--- src/rtl/dpd_adapt_sched_pkg.sv ---
`default_nettype none
// ============================================================================
//  Module   : dpd_adapt_sched_pkg
//  Brief    : Shared types for the DPD adaptation sequencer.
//  Revision : 1.0
// ============================================================================
package dpd_adapt_sched_pkg;

   localparam int CNT_W = 16;

   typedef logic [7:0] u8;

   typedef enum logic [1:0] {
      IDLE = 2'd0,
      RUN  = 2'd1,
      GAP  = 2'd2,
      DONE = 2'd3
   } dpd_sched_state_t;

endpackage
`default_nettype wire

--- src/rtl/dpd_adapt_sched_win_gen.sv ---
`default_nettype none
// ============================================================================
//  Module   : dpd_win_gen
//  Brief    : Registered window flag, high one cycle after LO <= cnt <= HI
//             while run is asserted.
//  Revision : 1.0
// ============================================================================
module dpd_win_gen #(
   parameter int LO = 1,
   parameter int HI = 1,
   parameter int W  = 16
) (
   input  logic         clk,
   input  logic         reset,
   input  logic         i_run,
   input  logic [W-1:0] i_cnt,
   output logic         o_win
);

   localparam logic [W-1:0] c_LO = W'(LO);
   localparam logic [W-1:0] c_HI = W'(HI);

   logic r_win;

   always_ff @(posedge clk or posedge reset) begin
      if (reset) begin
         r_win <= 1'b0;
      end else begin
         r_win <= i_run && (i_cnt >= c_LO) && (i_cnt <= c_HI);
      end
   end

   assign o_win = r_win;

endmodule
`default_nettype wire

--- src/rtl/dpd_adapt_sched.sv ---
`default_nettype none
// ============================================================================
//  Module   : dpd_adapt_sched
//  Brief    : DPD LMS adaptation sequencer; N_ITER bursts of sig/sw/coef
//             windows per request. Optional macro: DPD_AUTO_READAPT_EN.
//  Revision : 1.0
// ============================================================================
module dpd_adapt_sched
   import dpd_adapt_sched_pkg::*;
#(
   parameter int DELAY      = 41,
   parameter int SIG_LEN    = 800,
   parameter int COEF_START = 150,
   parameter int COEF_END   = 700,
   parameter int GAP_LEN    = 64,
   parameter int N_ITER     = 4,
   parameter int PERIOD     = 1 << 20
) (
   input  logic clk,
   input  logic reset,
   input  logic start,
   input  logic abort,
   output logic busy,
   output logic done,
   output logic aborted,
   output logic sig_win,
   output logic sw_win,
   output logic coef_win,
   output u8    iter_cnt
);

   if (DELAY + SIG_LEN + 1 >= (1 << CNT_W)) begin : g_chk_burst_len
      $fatal(1, "dpd_adapt_sched: DELAY+SIG_LEN+1 does not fit the burst counter");
   end
   if (COEF_START > COEF_END || COEF_END > SIG_LEN) begin : g_chk_coef
      $fatal(1, "dpd_adapt_sched: coefficient window outside training burst");
   end
   if (GAP_LEN < 1 || GAP_LEN >= (1 << CNT_W) || N_ITER < 1 || N_ITER > 255) begin : g_chk_gap_iter
      $fatal(1, "dpd_adapt_sched: GAP_LEN or N_ITER out of range");
   end
   if (PERIOD < 2 || PERIOD > (1 << 24)) begin : g_chk_period
      $fatal(1, "dpd_adapt_sched: PERIOD out of range");
   end

   localparam logic [CNT_W-1:0] c_BURST_END = CNT_W'(DELAY + SIG_LEN + 1);
   localparam logic [CNT_W-1:0] c_GAP_LAST  = CNT_W'(GAP_LEN - 1);
   localparam u8                c_LAST_ITER = 8'(N_ITER - 1);

   dpd_sched_state_t r_state, w_state_nxt;
   logic [CNT_W-1:0] r_cnt, w_cnt_nxt;
   u8                r_iter, w_iter_nxt;
   logic             r_busy, r_done, r_aborted;
   logic             w_start;
   logic             w_run;

`ifdef DPD_AUTO_READAPT_EN
   localparam logic [23:0] c_TMR_LAST = 24'(PERIOD - 1);

   logic [23:0] r_idle_tmr;
   logic        w_auto_start;

   assign w_auto_start = (r_state == IDLE) && (r_idle_tmr == c_TMR_LAST);

   always_ff @(posedge clk or posedge reset) begin
      if (reset) begin
         r_idle_tmr <= '0;
      end else if (r_state != IDLE || abort || w_auto_start) begin
         r_idle_tmr <= '0;
      end else begin
         r_idle_tmr <= r_idle_tmr + 24'd1;
      end
   end

   assign w_start = start | w_auto_start;
`else
   assign w_start = start;
`endif

   always_comb begin
      w_state_nxt = r_state;
      w_cnt_nxt   = r_cnt;
      w_iter_nxt  = r_iter;
      case (r_state)
         IDLE: begin
            if (!abort && w_start) begin
               w_state_nxt = RUN;
               w_cnt_nxt   = '0;
               w_iter_nxt  = '0;
            end
         end
         RUN: begin
            if (abort) begin
               w_state_nxt = IDLE;
               w_cnt_nxt   = '0;
            end else if (r_cnt == c_BURST_END) begin
               w_state_nxt = (r_iter < c_LAST_ITER) ? GAP : DONE;
               w_cnt_nxt   = '0;
            end else begin
               w_cnt_nxt   = r_cnt + 1'b1;
            end
         end
         GAP: begin
            if (abort) begin
               w_state_nxt = IDLE;
               w_cnt_nxt   = '0;
            end else if (r_cnt == c_GAP_LAST) begin
               w_state_nxt = RUN;
               w_cnt_nxt   = '0;
               w_iter_nxt  = r_iter + 8'd1;
            end else begin
               w_cnt_nxt   = r_cnt + 1'b1;
            end
         end
         default: begin
            w_state_nxt = IDLE;
            w_cnt_nxt   = '0;
         end
      endcase
   end

   always_ff @(posedge clk or posedge reset) begin
      if (reset) begin
         r_state <= IDLE;
         r_cnt   <= '0;
         r_iter  <= '0;
      end else begin
         r_state <= w_state_nxt;
         r_cnt   <= w_cnt_nxt;
         r_iter  <= w_iter_nxt;
      end
   end

   // Status flags lag the state by one cycle, like the windows; abort masks them at once.
   always_ff @(posedge clk or posedge reset) begin
      if (reset) begin
         r_busy    <= 1'b0;
         r_done    <= 1'b0;
         r_aborted <= 1'b0;
      end else begin
         r_busy    <= ((r_state == RUN) || (r_state == GAP)) && !abort;
         r_done    <= (r_state == DONE) && !abort;
         r_aborted <= (r_state != IDLE) && abort;
      end
   end

   assign w_run = (r_state == RUN) && !abort;

   dpd_win_gen #(.LO(1), .HI(SIG_LEN), .W(CNT_W)) u_sig_win (
      .clk(clk), .reset(reset), .i_run(w_run), .i_cnt(r_cnt), .o_win(sig_win)
   );

   dpd_win_gen #(.LO(DELAY + 1), .HI(DELAY + SIG_LEN), .W(CNT_W)) u_sw_win (
      .clk(clk), .reset(reset), .i_run(w_run), .i_cnt(r_cnt), .o_win(sw_win)
   );

   dpd_win_gen #(.LO(DELAY + COEF_START), .HI(DELAY + COEF_END), .W(CNT_W)) u_coef_win (
      .clk(clk), .reset(reset), .i_run(w_run), .i_cnt(r_cnt), .o_win(coef_win)
   );

   assign busy     = r_busy;
   assign done     = r_done;
   assign aborted  = r_aborted;
   assign iter_cnt = r_iter;

endmodule
`default_nettype wire
--- config.mk ---
export PLATFORM = sky130hd
export DESIGN_NAME = dpd_adapt_sched
export DESIGN_NICKNAME = d
export VERILOG_FILES = /design/src/rtl/dpd_adapt_sched_pkg.sv /design/src/rtl/dpd_adapt_sched_win_gen.sv /design/src/rtl/dpd_adapt_sched.sv
export SDC_FILE = /design/constraint.sdc
export NUM_CORES = 1
export LEC_CHECK = 0
export CORE_ASPECT_RATIO = 2
export CORE_MARGIN = 4
export CORE_UTILIZATION = 52
export DETAILED_ROUTE_END_ITERATION = 16
export GPL_TIMING_DRIVEN = 0
export PLACE_DENSITY = 0.84
export SLEW_MARGIN = 40
export SYNTH_ARGS = -nofsm -noshare
export SYNTH_HDL_FRONTEND = slang
export SYNTH_SLANG_ARGS = --single-unit
--- constraint.sdc ---
create_clock -name clk -period 2.3 [get_ports clk]
set_input_delay 0.575 -clock clk [delete_from_list [all_inputs] [get_ports clk]]
set_output_delay 0.575 -clock clk [all_outputs]
set_load 0.03 [all_outputs]
==> flow_results.xml, run 1 <==
<?xml version="1.0" encoding="UTF-8"?>
<metrics>
  <group name="grt">
    <metric name="grt_use_total" unit="">0.2122</metric>
    <metric name="first_pass_grt_wire_length" unit="mm">7.914</metric>
    <metric name="grt_start_max_net_pins" unit="">33</metric>
    <metric name="overflow_left_after_global_routing" unit="">0</metric>
    <metric name="grt_pass1_vias" unit="">1757</metric>
    <metric name="antenna_found_initial" unit="">0</metric>
  </group>
  <group name="pwr">
    <metric name="internal_power" unit="uW">1101</metric>
    <metric name="sw_frac_of_total" unit="">0.3690</metric>
    <metric name="combinational_share_of_power" unit="">0.361</metric>
    <metric name="power_leakage" unit="uW">0.001061</metric>
    <metric name="power.net_switching" unit="uW">643.5</metric>
    <metric name="vdd_drop_max" unit="mV">0.6495</metric>
    <metric name="power.clock.fraction" unit="">0.265</metric>
    <metric name="power_per_cell_area" unit="nW/um2">714.1</metric>
    <metric name="seqPwrFrac" unit="">0.374</metric>
  </group>
  <group name="yosys">
    <metric name="yosys.area_share.simple" unit="">0.2865</metric>
    <metric name="yosys.cell_types.count" unit="">48</metric>
    <metric name="synth_area" unit="um2">1996</metric>
    <metric name="synth_compound_area_frac" unit="">0.1448</metric>
    <metric name="asyncSetResetFlopFracSynth" unit="">1.000</metric>
    <metric name="postSynth.topFlopCell" unit="">sky130_fd_sc_hd__dfrtp_1</metric>
    <metric name="yosys_register_bits" unit="">32</metric>
    <metric name="yosys.area_share.xor_xnor" unit="">0.04828</metric>
    <metric name="synthesis.instances" unit="">222</metric>
    <metric name="yosys_warnings" unit="">0</metric>
    <metric name="post_synth_adder_cell_area" unit="">0.06897</metric>
    <metric name="synth.mux.area_fraction" unit="">0.005016</metric>
    <metric name="synth_fp_nets" unit="">237</metric>
    <metric name="synth_enable_flop_cells" unit="">0</metric>
    <metric name="synth_seq_area_share" unit="">0.4013</metric>
    <metric name="combinational_family_with_the_most_area_after_synthesis" unit="">simple AND/OR/NAND/NOR gates</metric>
    <metric name="post_synth.cell_area_avg" unit="um2">8.989</metric>
  </group>
  <group name="placed_design">
    <metric name="gp_congestion" unit="">0.8624</metric>
    <metric name="buffer_ports.inserted" unit="">17</metric>
    <metric name="place_hpwl" unit="mm">3.400</metric>
    <metric name="place_inst" unit="">289</metric>
  </group>
  <group name="cts">
    <metric name="numCtsBuffers" unit="">5</metric>
    <metric name="tritoncts_sinks" unit="">32</metric>
    <metric name="clockBufferDepth" unit="">2</metric>
    <metric name="clk-insertion-delay-late" unit="ns">0.28</metric>
    <metric name="clockRootBuffer" unit="">sky130_fd_sc_hd__clkbuf_8</metric>
    <metric name="cts_tree" unit="">built</metric>
    <metric name="cts.reportedPaths.clkPinSlew" unit="ns">0.06</metric>
    <metric name="cts_max_level" unit="">2</metric>
  </group>
  <group name="routing">
    <metric name="first_iter_violations" unit="">49</metric>
    <metric name="firstDrtPassIters" unit="">5</metric>
    <metric name="vias" unit="">1784</metric>
    <metric name="drt-total-wl" unit="mm">4.858</metric>
    <metric name="ant_nets" unit="">0</metric>
    <metric name="routedWlPerCell" unit="um">16.14</metric>
    <metric name="drt_drc_violations_left" unit="">0</metric>
    <metric name="post_drt_via_cell_ratio" unit="">5.927</metric>
  </group>
  <group name="critical_path">
    <metric name="critPathSlowestCell" unit="">sky130_fd_sc_hd__or4_4</metric>
    <metric name="critPathCaptureType" unit="">flop</metric>
    <metric name="critPathTopFamily" unit="">compound AO/OA/AOI/OAI gates</metric>
    <metric name="critPathArrivalTime" unit="ns">2.47</metric>
    <metric name="worstSetupStartpointType" unit="">flop</metric>
    <metric name="worst_setup_path_startpoint" unit="">r_cnt[9]</metric>
    <metric name="worstReg2RegStart" unit="">r_cnt[9]</metric>
    <metric name="critical-path-max-stage-delay" unit="ns">0.54</metric>
    <metric name="path_class" unit="">flop to flop</metric>
    <metric name="crit_chain" unit="">or4_4 -&gt; o41a_1 -&gt; or2_1 -&gt; buf_6 -&gt; a21o_1 -&gt; a22o_1</metric>
    <metric name="critical_path.n_buffers_inverters" unit="">1</metric>
    <metric name="cp_max_fo" unit="">9</metric>
    <metric name="timing.critical_path.required" unit="ns">2.47</metric>
  </group>
  <group name="timing">
    <metric name="final_max_slew_viol_count" unit="">0</metric>
    <metric name="final-hold-violation-count" unit="">0</metric>
    <metric name="tightestPinTransition" unit="ns">0.6595</metric>
    <metric name="setup_repair_after_global_routing_missed_its_margin" unit="">yes</metric>
    <metric name="final.min_clock_period" unit="ns">2.298</metric>
    <metric name="slew-limit-headroom" unit="">0.5597</metric>
    <metric name="clock_skew" unit="ns">0.004158</metric>
    <metric name="maximum_clock_rate" unit="GHz">0.4352</metric>
    <metric name="report.final.setup_viol" unit="">0</metric>
    <metric name="finalHoldWorstSlack" unit="ns">0.5769</metric>
    <metric name="period_share" unit="">0.9991</metric>
  </group>
  <group name="die">
    <metric name="row_count" unit="">31</metric>
    <metric name="fp.dieArea" unit="um2">4953</metric>
    <metric name="core_area" unit="um2">3646</metric>
    <metric name="die_height" unit="um">95.61</metric>
    <metric name="chipWidth" unit="um">51.81</metric>
    <metric name="io_pins" unit="">18</metric>
    <metric name="floorplan.initialDensity" unit="">0.5474</metric>
  </group>
  <group name="min_path">
    <metric name="hp-start" unit="">r_cnt[0]</metric>
    <metric name="hp-class" unit="">flop to flop</metric>
  </group>
  <group name="outcome">
    <metric name="result_of_the_run" unit="">complete, no violations</metric>
  </group>
  <group name="finish">
    <metric name="drive_gt1_frac" unit="">0.1548</metric>
    <metric name="final-instance-count-excl-fill" unit="">301</metric>
    <metric name="flow.area_growth_from_synthesis" unit="%">22.38</metric>
    <metric name="antenna_cells" unit="">0</metric>
    <metric name="finish.net_count" unit="">267</metric>
  </group>
  <group name="job">
    <metric name="drv_cap" unit="">0</metric>
  </group>
</metrics>
sequential cells by signal, indices dropped and copies added (netlist names):
signal	cells
r_cnt	16
iter_cnt	8
r_state	2
aborted	1
busy	1
done	1
u_coef_win.o_win	1
u_sig_win.o_win	1
u_sw_win.o_win	1
metal layers:
metal	share of wire	wire, um	global-route usage
met5	0	0	0
met4	0.028	136	0.1050
met3	0.035	171	0.03443
met2	0.57	2758	0.3989
met1	0.37	1792	0.2170
power groups by stage:
stage                     sequential, uW  combinational (uW)  clock, uW
after floorplan                      681                 391          0
after global placement               657                 568          0
after detailed placement             662                 588          0
after CTS                            651                 597        472
after global routing                 659                 699        502
final                                652                 630        463
cell usage in the layout, fill, tap and decap left out, types with 4 or more instances in the layout:
| cell type | count |
|---|---|
| sky130_fd_sc_hd__nand4_1 | 5 |
| sky130_fd_sc_hd__nand2_1 | 22 |
| sky130_fd_sc_hd__and3_1 | 4 |
| sky130_fd_sc_hd__dfrtp_1 | 28 |
| sky130_fd_sc_hd__a211oi_1 | 5 |
| sky130_fd_sc_hd__clkbuf_8 | 7 |
| sky130_fd_sc_hd__dfrtp_2 | 4 |
| sky130_fd_sc_hd__nand3_1 | 10 |
| sky130_fd_sc_hd__nor4_1 | 4 |
| sky130_fd_sc_hd__nor2_1 | 21 |
| sky130_fd_sc_hd__inv_1 | 10 |
| sky130_fd_sc_hd__clkdlybuf4s50_1 | 17 |
| sky130_fd_sc_hd__a21oi_1 | 6 |
| sky130_fd_sc_hd__ha_1 | 11 |
| sky130_fd_sc_hd__buf_4 | 9 |
| sky130_fd_sc_hd__o21ai_0 | 9 |
| sky130_fd_sc_hd__nor3_1 | 7 |
| sky130_fd_sc_hd__xor2_1 | 11 |
synthesized netlist by cell type (all sizes together), types with 3 or more instances:
cell type  instances  area share
nand3             11       0.028
nand3b             3       0.011
nor3               7       0.018
and3               5       0.016
nand2b             4       0.013
o21ai              9       0.023
nor4               5       0.023
nand4              5       0.016
and2               3      0.0094
a21o               3       0.011
ha                11       0.069
buf                4       0.013
nor2              23       0.043
a31oi              3      0.0094
a211oi             5       0.019
inv               11       0.021
dfrtp             32        0.40
xor2              11       0.048
a21oi              6       0.015
or4                5       0.023
clkbuf             6       0.011
nand2             22       0.041
through the flow:
step	setup WS, ns	power (uW)	TNS [ns]	instance area [um2]	util
finish	0.002089	1744	0	2442	0.6699
global route	-0.05529	1860	-0.1751	2442	0.6699
CTS	-0.007774	1719	-0.007774	2347	0.6438
detailed placement	-0.2891	1250	-2.785	2237	0.6136
global placement	-0.9938	1225	-6.078	2227	0.6108
floorplan	0.08524	1072	0	1996	-
cell families (layout without fill, tap and decap cells):
group / after synthesis / count (layout)
fa+ha+maj: 11 / 11
flops: 32 / 32
buf+inv: 21 / 51
mux: 1 / 1
compound gates: 42 / 42
xor+xnor: 11 / 11
simple gates: 104 / 104
layout make-up:
class | count | area (um2)
fillers | 308 | 1204
multi-input cells | 169 | 1161
flip-flops and latches | 32 | 805.8
repair buffers | 26 | 234.0
clock buffers | 7 | 96.34
well taps | 49 | 61.31
plain buffers | 7 | 42.54
inverters | 11 | 41.29
final timing paths:
kind                            slack, ns  cells after the start                to
worst min register to register       0.58                      1          r_cnt[0]
min in group asynchronous            0.71                      2  u_coef_win.o_win
worst max-delay path                0.002                      6          r_cnt[8]
worst min-delay path                 0.58                      1          r_cnt[0]
worst max register to register      0.002                      6          r_cnt[8]
max in group asynchronous            1.11                      2          r_cnt[0]
what timing repair did:
item	4_1_cts	5_1_grt
setup endpoints to repair	7	16
hold endpoints to repair	0	0
resized for setup	1	15
pin swaps	1	3
buffers inserted	2	6
hold buffers	0	0
(Power assumes the default switching activity.)
==> run 2, diff against run 1 <==
SLEW_MARGIN = not set   (was 40)
==> run 2 against run 1 <==
Compared with the run above:
- the run now ends with negative setup slack left
- non-clock buffer count grew 1
- die area is the same
- routed wire length grew 6.1%
- first-iteration DRC count grew 78%
- combinational power grew 2%
- sequential power is essentially flat
- sequential share of layout area shrank 0.33 points
- hold slack gained 0.0057 ns
- total power grew 1.0%
- setup slack lost 0.018 ns
- fmax shrank 0.76%
- utilization grew 0.69 points
==> flow_results.xml, run 2 (synthesized netlist as in run 1, its figures left out) <==
<?xml version="1.0" encoding="UTF-8"?>
<metrics>
  <group name="timing">
    <metric name="tightestPinTransition" unit="ns">0.5132</metric>
    <metric name="report.final.setup_viol" unit="">1</metric>
    <metric name="setup_repair_after_global_routing_missed_its_margin" unit="">yes</metric>
    <metric name="clock_skew" unit="ns">0.004491</metric>
    <metric name="period_share" unit="">1.007</metric>
    <metric name="final.min_clock_period" unit="ns">2.316</metric>
    <metric name="final-hold-violation-count" unit="">0</metric>
    <metric name="finalWorstSetupSlack" unit="ns">-0.01558</metric>
    <metric name="finalHoldWorstSlack" unit="ns">0.5825</metric>
    <metric name="maximum_clock_rate" unit="GHz">0.4319</metric>
    <metric name="slew-limit-headroom" unit="">0.6566</metric>
    <metric name="final_max_slew_viol_count" unit="">0</metric>
  </group>
  <group name="cts">
    <metric name="postCtsHoldBufs" unit="">0</metric>
    <metric name="clockRootBuffer" unit="">sky130_fd_sc_hd__clkbuf_8</metric>
    <metric name="clk-insertion-delay-late" unit="ns">0.28</metric>
    <metric name="numCtsBuffers" unit="">5</metric>
    <metric name="clockBufferDepth" unit="">2</metric>
    <metric name="tritoncts_sinks" unit="">32</metric>
    <metric name="cts_tree" unit="">built</metric>
    <metric name="cts.reportedPaths.clkPinSlew" unit="ns">0.06</metric>
    <metric name="cts_max_level" unit="">2</metric>
  </group>
  <group name="job">
    <metric name="drv_cap" unit="">0</metric>
  </group>
  <group name="grt">
    <metric name="grt_start_max_net_pins" unit="">33</metric>
    <metric name="grt_pass1_vias" unit="">1709</metric>
    <metric name="overflow_left_after_global_routing" unit="">0</metric>
    <metric name="first_pass_grt_wire_length" unit="mm">7.824</metric>
    <metric name="grt_use_total" unit="">0.2106</metric>
    <metric name="antenna_found_initial" unit="">0</metric>
  </group>
  <group name="die">
    <metric name="chipWidth" unit="um">51.81</metric>
    <metric name="row_count" unit="">31</metric>
    <metric name="floorplan.initialDensity" unit="">0.5474</metric>
    <metric name="io_pins" unit="">18</metric>
    <metric name="fp.dieArea" unit="um2">4953</metric>
    <metric name="die_height" unit="um">95.61</metric>
    <metric name="core_area" unit="um2">3646</metric>
  </group>
  <group name="placed_design">
    <metric name="buffer_ports.inserted" unit="">17</metric>
    <metric name="gp_congestion" unit="">0.8624</metric>
    <metric name="place_hpwl" unit="mm">3.421</metric>
  </group>
  <group name="routing">
    <metric name="ant_nets" unit="">0</metric>
    <metric name="drt_drc_violations_left" unit="">0</metric>
    <metric name="drt-total-wl" unit="mm">5.153</metric>
    <metric name="firstDrtPassIters" unit="">5</metric>
    <metric name="first_iter_violations" unit="">87</metric>
    <metric name="routedWlPerCell" unit="um">17.06</metric>
    <metric name="post_drt_via_cell_ratio" unit="">6.079</metric>
    <metric name="vias" unit="">1836</metric>
  </group>
  <group name="finish">
    <metric name="antenna_cells" unit="">0</metric>
    <metric name="flow.area_growth_from_synthesis" unit="%">23.64</metric>
    <metric name="fillers" unit="">311</metric>
    <metric name="final_design_utilization" unit="">0.6767</metric>
    <metric name="finish.net_count" unit="">268</metric>
    <metric name="mostFrequentLayoutCells" unit="">sky130_fd_sc_hd__dfrtp_1, sky130_fd_sc_hd__nand2_1, sky130_fd_sc_hd__nor2_1</metric>
    <metric name="max_flop_register" unit="">r_cnt</metric>
    <metric name="drive_gt1_frac" unit="">0.1502</metric>
    <metric name="leading_cell_type_in_the_layout_fill_and_taps_excluded" unit="">sky130_fd_sc_hd__dfrtp_1</metric>
    <metric name="largest_reg_flops" unit="">16</metric>
  </group>
  <group name="critical_path">
    <metric name="critPathCaptureType" unit="">flop</metric>
    <metric name="cp_max_fo" unit="">9</metric>
    <metric name="r2r.worst_path.cells" unit="">6</metric>
    <metric name="worst-path-stages" unit="">6</metric>
    <metric name="critical-path-max-stage-delay" unit="ns">0.59</metric>
    <metric name="crit_chain" unit="">or4_4 -&gt; o41a_1 -&gt; or2_1 -&gt; buf_6 -&gt; a21o_1 -&gt; a22o_1</metric>
    <metric name="timing.critical_path.required" unit="ns">2.47</metric>
    <metric name="path_class" unit="">flop to flop</metric>
    <metric name="critPathArrivalTime" unit="ns">2.49</metric>
    <metric name="worstSetupStartpointType" unit="">flop</metric>
    <metric name="critPathTopFamily" unit="">simple AND/OR/NAND/NOR gates</metric>
    <metric name="critical_path.n_buffers_inverters" unit="">1</metric>
    <metric name="critPathSlowestCell" unit="">sky130_fd_sc_hd__or4_4</metric>
  </group>
  <group name="min_path">
    <metric name="worstHoldPathCells" unit="">1</metric>
    <metric name="hp-class" unit="">flop to flop</metric>
  </group>
  <group name="outcome">
    <metric name="failed_checks" unit="">negative setup slack</metric>
    <metric name="result_of_the_run" unit="">finished, violations left</metric>
  </group>
  <group name="pwr">
    <metric name="power_leakage" unit="uW">0.001071</metric>
    <metric name="power_per_cell_area" unit="nW/um2">714.2</metric>
    <metric name="vdd_drop_max" unit="mV">0.6101</metric>
    <metric name="total_power" unit="uW">1762</metric>
  </group>
</metrics>
[run 2: cell count changes in the layout (fill, tap and decap cells not counted), sizes merged]
cell  change
buf       +1
[run 2: where the power goes]
| part | leakage (uW) | total [uW] | switching, uW | internal [uW] |
|---|---|---|---|---|
| Sequential | 0.000436 | 652 | 45.7 | 606 |
| Combinational | 0.000585 | 644 | 412 | 232 |
| Clock | 0.0000503 | 466 | 200 | 266 |
[run 2: worst paths after layout]
| path | slack, ns | startpoint | endpoint |
|---|---|---|---|
| min in group asynchronous | 0.60 | reset | iter_cnt[7] |
| max reg2reg | -0.02 | r_cnt[10] | r_cnt[8] |
| max | -0.02 | r_cnt[10] | r_cnt[8] |
| min reg2reg | 0.58 | r_cnt[0] | r_cnt[0] |
| min | 0.58 | r_cnt[0] | r_cnt[0] |
| max in group asynchronous | 1.22 | reset | r_cnt[0] |
[run 2: routing by layer]
| layer | wire, um | GRT usage | share of wire |
|---|---|---|---|
| met1 | 1805 | 0.2150 | 0.35 |
| met2 | 2965 | 0.4000 | 0.58 |
| met3 | 219 | 0.02973 | 0.042 |
| met4 | 163 | 0.1028 | 0.032 |
| met5 | 0 | 0 | 0 |
[run 2: repair_timing]
item / CTS / global route
setup buffers: 1 / 7
pin swaps: 1 / 4
endpoints found under the setup margin: 7 / 25
resized for setup: 4 / 14
[run 2: final cells by class]
cell class                 count  area [um2]  share of cell area
inverter                      11       41.29             0.01673
multi-input combinational    169        1159              0.4696
timing repair buffer          27       261.5              0.1060
buffer                         7       42.54             0.01724
tap                           49       61.31             0.02485
clock buffer                   7       96.34             0.03905
sequential                    32       805.8              0.3266
[run 2: through the flow]
step	worst slack, ns	cells	setup TNS [ns]	area, um2
final	-0.01558	302	-0.01558	2467
after global routing	-0.06805	302	-0.09355	2467
after CTS	0.001598	295	0	2341
after detailed placement	-0.4620	289	-2.922	2232
after global placement	-0.9938	288	-6.078	2227
after floorplan	0.08524	222	0	1996
==> run 3, diff against run 2 <==
CORE_UTILIZATION = 30   (was 52)
PLACE_DENSITY = 0.57   (was 0.84)
==> run 3 against run 2 <==
Compared with the run above:
- the flow now finishes without violations
- flip-flop and latch count unchanged
- count of clock-buffer cells in the layout down 1
- register-to-register slack better by 0.02 ns
- utilization down 29 points
- setup slack better by 0.025 ns
- total power up 7.9%
- clock skew up 0.0037 ns
- clock power up 35%
- routed wire length down 0.52%
- critical path depth unchanged
- sequential power about the same
- global-route usage down 6.9 points
- largest power group unchanged
==> flow_results.xml, run 3 (synthesized netlist as in run 1, its figures left out) <==
<?xml version="1.0" encoding="UTF-8"?>
<metrics>
  <group name="cts">
    <metric name="clk-insertion-delay-late" unit="ns">0.28</metric>
    <metric name="clockBufferDepth" unit="">2</metric>
    <metric name="numCtsBuffers" unit="">5</metric>
    <metric name="cts_tree" unit="">built</metric>
    <metric name="clockRootBuffer" unit="">sky130_fd_sc_hd__clkbuf_16</metric>
    <metric name="cts.reportedPaths.clkPinSlew" unit="ns">0.06</metric>
    <metric name="postCtsHoldBufs" unit="">0</metric>
    <metric name="cts_max_level" unit="">2</metric>
    <metric name="tritoncts_sinks" unit="">32</metric>
  </group>
  <group name="placed_design">
    <metric name="buffer_ports.inserted" unit="">17</metric>
    <metric name="gp_congestion" unit="">0.8622</metric>
    <metric name="place_worst_setup_slack" unit="ns">-0.5529</metric>
    <metric name="place_hpwl" unit="mm">3.953</metric>
  </group>
  <group name="critical_path">
    <metric name="worst-r2r-setup-slack" unit="ns">0.009</metric>
    <metric name="timing.critical_path.required" unit="ns">2.47</metric>
    <metric name="worstSetupStartpointType" unit="">flop</metric>
    <metric name="path_class" unit="">flop to flop</metric>
    <metric name="cp_max_fo" unit="">9</metric>
    <metric name="critPathArrivalTime" unit="ns">2.46</metric>
    <metric name="timing.rr.end" unit="">r_cnt[8]</metric>
    <metric name="critPathCaptureType" unit="">flop</metric>
    <metric name="worst_setup_path_startpoint" unit="">r_cnt[13]</metric>
    <metric name="r2r.worst_path.cells" unit="">6</metric>
    <metric name="worstReg2RegStart" unit="">r_cnt[13]</metric>
    <metric name="endpoint_of_the_worst_setup_timing_path" unit="">r_cnt[8]</metric>
  </group>
  <group name="die">
    <metric name="core_area" unit="um2">6412</metric>
    <metric name="floorplan.initialDensity" unit="">0.3112</metric>
    <metric name="io_pins" unit="">18</metric>
    <metric name="chipWidth" unit="um">65.67</metric>
    <metric name="row_count" unit="">41</metric>
    <metric name="die_height" unit="um">123.3</metric>
    <metric name="fp.dieArea" unit="um2">8100</metric>
  </group>
  <group name="grt">
    <metric name="antenna_found_initial" unit="">0</metric>
    <metric name="first_pass_grt_wire_length" unit="mm">8.542</metric>
    <metric name="overflow_left_after_global_routing" unit="">0</metric>
    <metric name="grt_use_total" unit="">0.1418</metric>
    <metric name="grt_pass1_vias" unit="">1728</metric>
    <metric name="grt_start_max_net_pins" unit="">33</metric>
  </group>
  <group name="routing">
    <metric name="first_iter_violations" unit="">91</metric>
    <metric name="ant_nets" unit="">0</metric>
    <metric name="routedWlPerCell" unit="um">15.44</metric>
    <metric name="post_drt_via_cell_ratio" unit="">5.214</metric>
    <metric name="vias" unit="">1731</metric>
    <metric name="drt_drc_violations_left" unit="">0</metric>
    <metric name="firstDrtPassIters" unit="">4</metric>
    <metric name="drt-total-wl" unit="mm">5.126</metric>
  </group>
  <group name="finish">
    <metric name="antenna_cells" unit="">0</metric>
    <metric name="drive_gt1_frac" unit="">0.1098</metric>
    <metric name="leading_cell_type_in_the_layout_fill_and_taps_excluded" unit="">sky130_fd_sc_hd__dfrtp_1</metric>
    <metric name="mostFrequentLayoutCells" unit="">sky130_fd_sc_hd__dfrtp_1, sky130_fd_sc_hd__nand2_1, sky130_fd_sc_hd__nor2_1</metric>
    <metric name="max_flop_register" unit="">r_cnt</metric>
    <metric name="flow.area_growth_from_synthesis" unit="%">24.64</metric>
    <metric name="final_design_utilization" unit="">0.3879</metric>
    <metric name="finish.net_count" unit="">261</metric>
    <metric name="largest_reg_flops" unit="">16</metric>
  </group>
  <group name="timing">
    <metric name="maximum_clock_rate" unit="GHz">0.4365</metric>
    <metric name="sum_of_negative_setup_slack" unit="ns">0</metric>
    <metric name="final_max_slew_viol_count" unit="">0</metric>
    <metric name="period_share" unit="">0.9960</metric>
    <metric name="finalWorstSetupSlack" unit="ns">0.009226</metric>
    <metric name="tightestPinTransition" unit="ns">0.5218</metric>
    <metric name="final.min_clock_period" unit="ns">2.291</metric>
    <metric name="setup_repair_after_global_routing_missed_its_margin" unit="">yes</metric>
    <metric name="final-hold-violation-count" unit="">0</metric>
    <metric name="slew-limit-headroom" unit="">0.6506</metric>
    <metric name="clock_skew" unit="ns">0.008205</metric>
    <metric name="report.final.setup_viol" unit="">0</metric>
  </group>
  <group name="outcome">
    <metric name="result_of_the_run" unit="">complete, no violations</metric>
  </group>
  <group name="pwr">
    <metric name="power_leakage" unit="uW">0.001054</metric>
    <metric name="power_per_cell_area" unit="nW/um2">764.4</metric>
    <metric name="vdd_drop_max" unit="mV">0.2579</metric>
    <metric name="total_power" unit="uW">1901</metric>
  </group>
  <group name="job">
    <metric name="drv_cap" unit="">0</metric>
  </group>
  <group name="min_path">
    <metric name="hp-class" unit="">input pin to asynchronous set/reset pin</metric>
  </group>
</metrics>
-- run 3: stage by stage --
step                      area (um2)  hold WS, ns  std cells
after CTS                       2426       0.5589        332
after global placement          2273       0.5467        325
final                           2487       0.5091        332
after detailed placement        2280       0.5525        326
after floorplan                 1996       0.5072        222
after global routing            2487       0.5337        332
-- run 3: worst min path at each step --
stage / startpoint / to / slack (ns) / depth (start not counted)
after floorplan: r_cnt[12] / r_cnt[12] / 0.51 / 1
final: reset / u_sw_win.o_win / 0.51 / 2
after global routing: reset / u_sw_win.o_win / 0.53 / 2
after detailed placement: r_cnt[12] / r_cnt[12] / 0.55 / 1
after CTS: r_cnt[12] / r_cnt[12] / 0.56 / 1
after global placement: r_cnt[13] / r_cnt[13] / 0.55 / 2
-- run 3: final cells by class --
cell class	instances	area (um2)
Sequential cell	32	800.8
Timing Repair Buffer	20	202.7
Tap cell	86	107.6
Inverter	11	41.29
Fill cell	659	3925
Buffer	7	42.54
Clock buffer	6	128.9
Clock inverter	1	5.005
Multi-Input combinational cell	169	1159
-- run 3: what timing repair did --
action | CTS | global route
endpoints found under the setup margin | 9 | 25
pin swaps | 1 | 3
resized for setup | 3 | 11
setup buffers | 1 | 0
-- run 3: power breakdown --
group / leakage (uW) / switching (uW) / internal [uW]
Combinational: 0.000545 / 400 / 225
Sequential: 0.000443 / 44.3 / 605
Clock: 0.0000667 / 234 / 393
Total: 0.00105 / 679 / 1220
-- run 3: metal layers --
| metal | vias to the layer above | wire length (um) | track usage |
|---|---|---|---|
| met5 | - | 0 | 0 |
| met4 | 0 | 241 | 0.09481 |
| met3 | 15 | 131 | 0.02364 |
| met2 | 32 | 2946 | 0.2703 |
| met1 | 841 | 1807 | 0.1316 |
| li1 | 843 | - | - |
-- run 3: worst max-delay path, stage by stage, from the launching register on --
cell and delay (ns):
sky130_fd_sc_hd__dfrtp_1 0.39, sky130_fd_sc_hd__or4_4 0.59, sky130_fd_sc_hd__o41a_1 0.43, sky130_fd_sc_hd__or2_1 0.24
sky130_fd_sc_hd__buf_6 0.15, sky130_fd_sc_hd__a21o_1 0.15, sky130_fd_sc_hd__a22o_1 0.22
